===== src/rtl/bus_dma_pkg.sv =====
// Shared definitions for the bus_dma initiator: default bus widths and FSM state encoding.
package bus_dma_pkg;

    localparam int DMA_ADDR_W = 16;
    localparam int DMA_DATA_W = 8;
    localparam int DMA_LEN_W  = 12;

    typedef enum logic [2:0] {
        ST_IDLE = 3'd0,
        ST_REQ  = 3'd1,
        ST_RD   = 3'd2,
        ST_CAP  = 3'd3,
        ST_WR   = 3'd4,
        ST_FIN  = 3'd5
    } dma_state_t;

    // States in which the engine keeps its bus request raised.
    function automatic logic holds_bus(input dma_state_t st);
        return (st == ST_REQ) || (st == ST_RD) || (st == ST_CAP) || (st == ST_WR);
    endfunction

endpackage


===== src/rtl/bus_dma.sv =====
// Block-copy bus initiator: reads bytes from src and writes them to dst over the shared CPU data bus.
// All outputs are registered from the next-state decode so the bus sees glitch-free strobes.
module bus_dma
    import bus_dma_pkg::*;
#(
    parameter int ADDR_W = DMA_ADDR_W,
    parameter int DATA_W = DMA_DATA_W,
    parameter int LEN_W  = DMA_LEN_W
) (
    input  logic              clk,
    input  logic              rst,
    input  logic              start,
    input  logic              abort,
    input  logic [ADDR_W-1:0] src,
    input  logic [ADDR_W-1:0] dst,
    input  logic [LEN_W-1:0]  len,
    input  logic              src_inc,
    input  logic              dst_inc,
    output logic              busy,
    output logic              done,
    output logic              aborted,
    output logic              bus_req,
    input  logic              bus_grant,
    output logic [ADDR_W-1:0] bus_addr,
    output logic [DATA_W-1:0] bus_wdata,
    output logic              bus_w_en,
    output logic              bus_r_en,
    input  logic [DATA_W-1:0] bus_rdata
);

    localparam logic [LEN_W-1:0]  LEN_ZERO  = {LEN_W{1'b0}};
    localparam logic [LEN_W-1:0]  LEN_ONE   = {{(LEN_W-1){1'b0}}, 1'b1};
    localparam logic [ADDR_W-1:0] ADDR_ZERO = {ADDR_W{1'b0}};
    localparam logic [DATA_W-1:0] DATA_ZERO = {DATA_W{1'b0}};

    dma_state_t        state_r, state_s;
    logic [ADDR_W-1:0] cur_src_r, cur_src_s;
    logic [ADDR_W-1:0] cur_dst_r, cur_dst_s;
    logic [LEN_W-1:0]  remaining_r, remaining_s;
    logic [DATA_W-1:0] data_r, data_s;
    logic              src_inc_r, src_inc_s;
    logic              dst_inc_r, dst_inc_s;
    logic              abort_pend_r, abort_pend_s;
    logic              aborted_r, aborted_s;

    logic              busy_r, done_r, bus_req_r, bus_w_en_r, bus_r_en_r;
    logic [ADDR_W-1:0] bus_addr_r, bus_addr_s;
    logic [DATA_W-1:0] bus_wdata_r, bus_wdata_s;

    // Next-state and datapath update decode for the transfer sequencer.
    always_comb begin
        state_s      = state_r;
        cur_src_s    = cur_src_r;
        cur_dst_s    = cur_dst_r;
        remaining_s  = remaining_r;
        data_s       = data_r;
        src_inc_s    = src_inc_r;
        dst_inc_s    = dst_inc_r;
        abort_pend_s = abort_pend_r;
        aborted_s    = aborted_r;
        case (state_r)
            ST_IDLE: begin
                if (start) begin
                    cur_src_s    = src;
                    cur_dst_s    = dst;
                    remaining_s  = len;
                    src_inc_s    = src_inc;
                    dst_inc_s    = dst_inc;
                    abort_pend_s = 1'b0;
                    aborted_s    = 1'b0;
                    if (len != LEN_ZERO) begin
                        state_s = ST_REQ;
                    end else begin
                        state_s = ST_FIN;
                    end
                end else begin
                    state_s = ST_IDLE;
                end
            end
            ST_REQ: begin
                if (abort) begin
                    state_s   = ST_FIN;
                    aborted_s = 1'b1;
                end else if (bus_grant) begin
                    state_s = ST_RD;
                end else begin
                    state_s = ST_REQ;
                end
            end
            ST_RD: begin
                // An abort seen mid-byte is remembered so the byte still gets written.
                abort_pend_s = abort_pend_r | abort;
                state_s      = ST_CAP;
            end
            ST_CAP: begin
                abort_pend_s = abort_pend_r | abort;
                data_s       = bus_rdata;
                state_s      = ST_WR;
            end
            ST_WR: begin
                remaining_s  = remaining_r - LEN_ONE;
                cur_src_s    = cur_src_r + {{(ADDR_W-1){1'b0}}, src_inc_r};
                cur_dst_s    = cur_dst_r + {{(ADDR_W-1){1'b0}}, dst_inc_r};
                abort_pend_s = 1'b0;
                if (remaining_r == LEN_ONE) begin
                    state_s = ST_FIN;
                end else if (abort || abort_pend_r) begin
                    state_s   = ST_FIN;
                    aborted_s = 1'b1;
                end else if (!bus_grant) begin
                    state_s = ST_REQ;
                end else begin
                    state_s = ST_RD;
                end
            end
            ST_FIN: begin
                abort_pend_s = 1'b0;
                state_s      = ST_IDLE;
            end
            default: begin
                state_s = ST_IDLE;
            end
        endcase
    end

    // Bus address/data selection for the upcoming state.
    always_comb begin
        bus_addr_s  = ADDR_ZERO;
        bus_wdata_s = DATA_ZERO;
        case (state_s)
            ST_RD, ST_CAP: begin
                bus_addr_s = cur_src_s;
            end
            ST_WR: begin
                bus_addr_s  = cur_dst_s;
                bus_wdata_s = data_s;
            end
            default: begin
                bus_addr_s  = ADDR_ZERO;
                bus_wdata_s = DATA_ZERO;
            end
        endcase
    end

    // Sequencer state, address/count registers and captured data byte.
    always_ff @(posedge clk or negedge rst) begin
        if (!rst) begin
            state_r      <= ST_IDLE;
            cur_src_r    <= ADDR_ZERO;
            cur_dst_r    <= ADDR_ZERO;
            remaining_r  <= LEN_ZERO;
            data_r       <= DATA_ZERO;
            src_inc_r    <= 1'b0;
            dst_inc_r    <= 1'b0;
            abort_pend_r <= 1'b0;
            aborted_r    <= 1'b0;
        end else begin
            state_r      <= state_s;
            cur_src_r    <= cur_src_s;
            cur_dst_r    <= cur_dst_s;
            remaining_r  <= remaining_s;
            data_r       <= data_s;
            src_inc_r    <= src_inc_s;
            dst_inc_r    <= dst_inc_s;
            abort_pend_r <= abort_pend_s;
            aborted_r    <= aborted_s;
        end
    end

    // Registered status and bus outputs, decoded from the state being entered.
    always_ff @(posedge clk or negedge rst) begin
        if (!rst) begin
            busy_r      <= 1'b0;
            done_r      <= 1'b0;
            bus_req_r   <= 1'b0;
            bus_r_en_r  <= 1'b0;
            bus_w_en_r  <= 1'b0;
            bus_addr_r  <= ADDR_ZERO;
            bus_wdata_r <= DATA_ZERO;
        end else begin
            busy_r      <= (state_s != ST_IDLE);
            done_r      <= (state_s == ST_FIN);
            bus_req_r   <= holds_bus(state_s);
            bus_r_en_r  <= (state_s == ST_RD) || (state_s == ST_CAP);
            bus_w_en_r  <= (state_s == ST_WR);
            bus_addr_r  <= bus_addr_s;
            bus_wdata_r <= bus_wdata_s;
        end
    end

    assign busy      = busy_r;
    assign done      = done_r;
    assign aborted   = aborted_r;
    assign bus_req   = bus_req_r;
    assign bus_r_en  = bus_r_en_r;
    assign bus_w_en  = bus_w_en_r;
    assign bus_addr  = bus_addr_r;
    assign bus_wdata = bus_wdata_r;

endmodule

===== config.mk =====
export PLATFORM = sky130hd
export DESIGN_NAME = bus_dma
export DESIGN_NICKNAME = d
export VERILOG_FILES = /design/src/rtl/bus_dma_pkg.sv /design/src/rtl/bus_dma.sv
export SDC_FILE = /design/constraint.sdc
export NUM_CORES = 1
export LEC_CHECK = 0
export ABC_CLOCK_PERIOD_IN_PS = 2300
export CORE_ASPECT_RATIO = 1.4
export CORE_MARGIN = 3
export CORE_UTILIZATION = 47
export CTS_CLUSTER_SIZE = 10
export DETAILED_ROUTE_END_ITERATION = 12
export PLACE_DENSITY_LB_ADDON = 0.2
export RECOVER_POWER = 100
export SLEW_MARGIN = 0
export SYNTH_ARGS = -nofsm -noshare
export SYNTH_HDL_FRONTEND = slang
export SYNTH_SLANG_ARGS = --single-unit

===== constraint.sdc =====
create_clock -name clk -period 2.3 [get_ports clk]
set_clock_uncertainty 0.2 [all_clocks]
set_input_delay 0.69 -clock clk [delete_from_list [all_inputs] [get_ports clk]]
set_output_delay 0.69 -clock clk [all_outputs]
set_load 0.02 [all_outputs]

==> out/metrics.csv <==
stage,metric,value,unit
global_route,grtUsageTotal,25.1,%
worst_setup_path,critical_path.startpoint_type,flop,
sta,slew_headroom,38.8,%
global_route,grt_pass1_vias,4208,
final_layout,mostFrequentLayoutCells,"clkdlybuf4s50_1 (86), dfrtp_1 (79), nand2_1 (50), a21oi_1 (47), nor2_1 (42)",
die,die_w,88.4,um
worst_setup_path,cp_cell_sequence,clkdlybuf4s50_1,
synth,synth_ff_type,dfrtp_1,
sta,worst_slack,0.0767,ns
worst_setup_path,cp_num_cells,1,
synth,synth_edf_count,0,
synth,synth_top_area_share,44.8,%
routing,ant_nets,0,
final_layout,fill_cells,771,
sta,tightestPinTransition,0.918,ns
worst_setup_path,cp.arrival,1.33,ns
outcome,status,"finished, final reports clean",
worst_setup_path,cp_slowest_cell,clkdlybuf4s50_1,
worst_setup_path,max_stage_delay,0.62,ns
worst_setup_path,crit_path_end_kind,output pin,
synth,synth.top_cells.by_area,"dfrtp_1 (45%), a21oi_1 (5.3%), nand2_1 (4.2%)",
global_route,grt_max_degree,43,
routing,vias,4330,
placed_design,post-place-cells,700,
sta,finalHoldViolCount,0,
clock_tree,clockBufferDepth,2,
sta,slew_violations,0,
placed_design,pre_cts_ws,-0.0967,ns
global_route,grt_pass1_wl,20.8,mm
final_layout,seq_area,2000,um2
placed_design,gp_congestion,0.901,
placed_design,portBuffers,88,
worst_setup_path,critPathKind,reg -> out,
power_and_ir_drop,p_leak,2.51,nW
global_route,grt_overflow_total,0,
final_layout,diodes,0,
routing,drt_iter0_drc,297,
clock_tree,clockRootBuffer,clkbuf_16,
worst_setup_path,cp_max_fo,1,
routing,drt_pass1_iterations,4,
synth,async_flop_share,100,%
worst_setup_path,required,1.41,ns
sta,period_minus_slack,2.22,ns
die,core_area,9130,um2
power_and_ir_drop,peakVddDrop,0.596,mV
worst_setup_path,path_buf_inv,1,
global_route,antenna_found_initial,0,
synth,avgSynthCellArea,9.13,um2
clock_tree,clk-insertion-delay-late,0.34,ns
routing,viasPerCell,6.03,
power_and_ir_drop,power_density,1360,nW/um2
routing,routed_wl,13.0,mm
final_layout,fin_util,66.1,%
clock_tree,cts.sinks,80,
final_layout,multi_input_area,2320,um2
final_layout,drive_gt1_share,14.6,%
synth,synth_cell_types,68,
clock_tree,cts.clk_slew.worst_paths,0.06,ns
worst_setup_path,reg2reg_depth,7,
job,maxCapViolations,0,
final_layout,area.growth.synth_to_final,35.2,%
sta,max_freq,450,MHz
worst_setup_path,critPathTopFamily,buffers and inverters,
die,floorplan.rows,41,
synth,seq_area_frac_synth,44.8,%
clock_tree,numCtsBuffers,9,
clock_tree,htree_num_levels,3,
routing,wl_per_cell,18.1,um
clock_tree,cts_tree,yes,
final_layout,fin_cells,718,
placed_design,place_hpwl,9.37,mm
final_layout,fin_area,6040,um2
synth,syn_area,4470,um2
final_layout,final_nets,671,
clock_tree,postCtsHoldBufs,0,
die,io_pins,89,
synth,yosys_warnings,0,
sta,final.period_utilization,96.7,%
die,die_h,121,um
synth,synth_nets,554,
synth,synth_cells,489,
routing,drc,0,
sta,setup_viol,0,
hold_path,hold_class,in -> async,
placed_design,dpl_cell_area,5720,um2
final_layout,layout_commonest_cell,clkdlybuf4s50_1,
die,die_area,10700,um2
die,initial_utilization,48.9,%
synth,synth_largest_area_cell,dfrtp_1,
synth,ys_seq_elements,80,
## cell families (layout without fill, tap and decap cells)
logic type,Yosys count,in the layout,share of synthesized area (%)
buf+inv,41,163,4.20
flops,80,80,44.8
mux,14,14,3.19
compound gates,151,151,22.3
xor+xnor,1,1,0.196
fa+ha+maj,6,6,1.68
simple gates,196,196,23.6
## path summary, 6_finish.rpt
kind | from | to | slack (ns)
max | bus_addr[11]$_DFF_PN0_ | bus_addr[11] | 0.08
min | rst | bus_w_en$_DFF_PN0_ | 0.26
max reg2reg | src_inc_r$_DFFE_PN0P_ | bus_addr[15]$_DFF_PN0_ | 0.09
min reg2reg | dst_inc_r$_DFFE_PN0P_ | dst_inc_r$_DFFE_PN0P_ | 0.30
max in group asynchronous | rst | state_r[2]$_DFF_PN0_ | 0.39
min in group clk | dst_inc_r$_DFFE_PN0P_ | dst_inc_r$_DFFE_PN0P_ | 0.30
## per-layer routing
layer  share of wire (%)  global-route usage (%)  routed length (um)  vias to the layer above
li1                    -                       -                   -                     2049
met1                  40                    29.6                5240                     2131
met2                  53                    44.1                6900                      125
met3                 4.3                    4.48                 562                       25
met4                 2.4                    10.2                 316                        0
met5                   0                       0                   0                        -
## final cells by class
cell class / count / share of cell area [%]
Timing Repair Buffer: 138 / 20.6
Tap cell: 107 / 2.22
Clock buffer: 11 / 4.19
Sequential cell: 80 / 33.2
Clock inverter: 5 / 0.912
Multi-Input combinational cell: 368 / 38.4
Inverter: 9 / 0.559
## Yosys cell counts, drive strengths merged (10+ instances only)
cell and count:
a21oi 47, a22o 14, and2 10, buf 20, clkbuf 12, dfrtp 80
mux2i 12, nand2 51, nand3 16, nand4 11, nor2 44, nor3 11
nor4 11, o21ai 24, o22ai 21
## power breakdown
group | switching (mW) | leakage, nW | internal [mW]
logic | 2.20 | 1.36 | 1.81
clock network | 0.580 | 0.148 | 0.896
registers | 0.669 | 1.00 | 2.04
total | 3.45 | 2.51 | 4.74
## state kept, by name, indices dropped and copies added (netlist names)
signal and cells:
abort_pend_r 1, aborted 1, bus_addr 16, bus_r_en 1, bus_req 1, bus_w_en 1
bus_wdata 8, busy 1, cur_dst_r 16, cur_src_r 16, done 1, dst_inc_r 1
remaining_r 12, src_inc_r 1, state_r 3
## metrics by stage
| step | power, mW | setup TNS, ns | hold slack (ns) |
|---|---|---|---|
| 2_1_floorplan | 5.05 | 0 | 0.194 |
| 5_1_grt | 8.75 | -0.00297 | 0.332 |
| 6_report | 8.19 | 0 | 0.258 |
| 3_5_place_dp | 6.66 | -0.954 | 0.283 |
| 4_1_cts | 8.16 | 0 | 0.0174 |
| 3_3_place_gp | 6.53 | -0.639 | 0.277 |
## timing repair
action / 4_1_cts / 5_1_grt
setup endpoints to repair: 0 / 5
gates resized for setup: 0 / 7
buffers inserted: 0 / 2
Power figures use the tool's default switching activity.
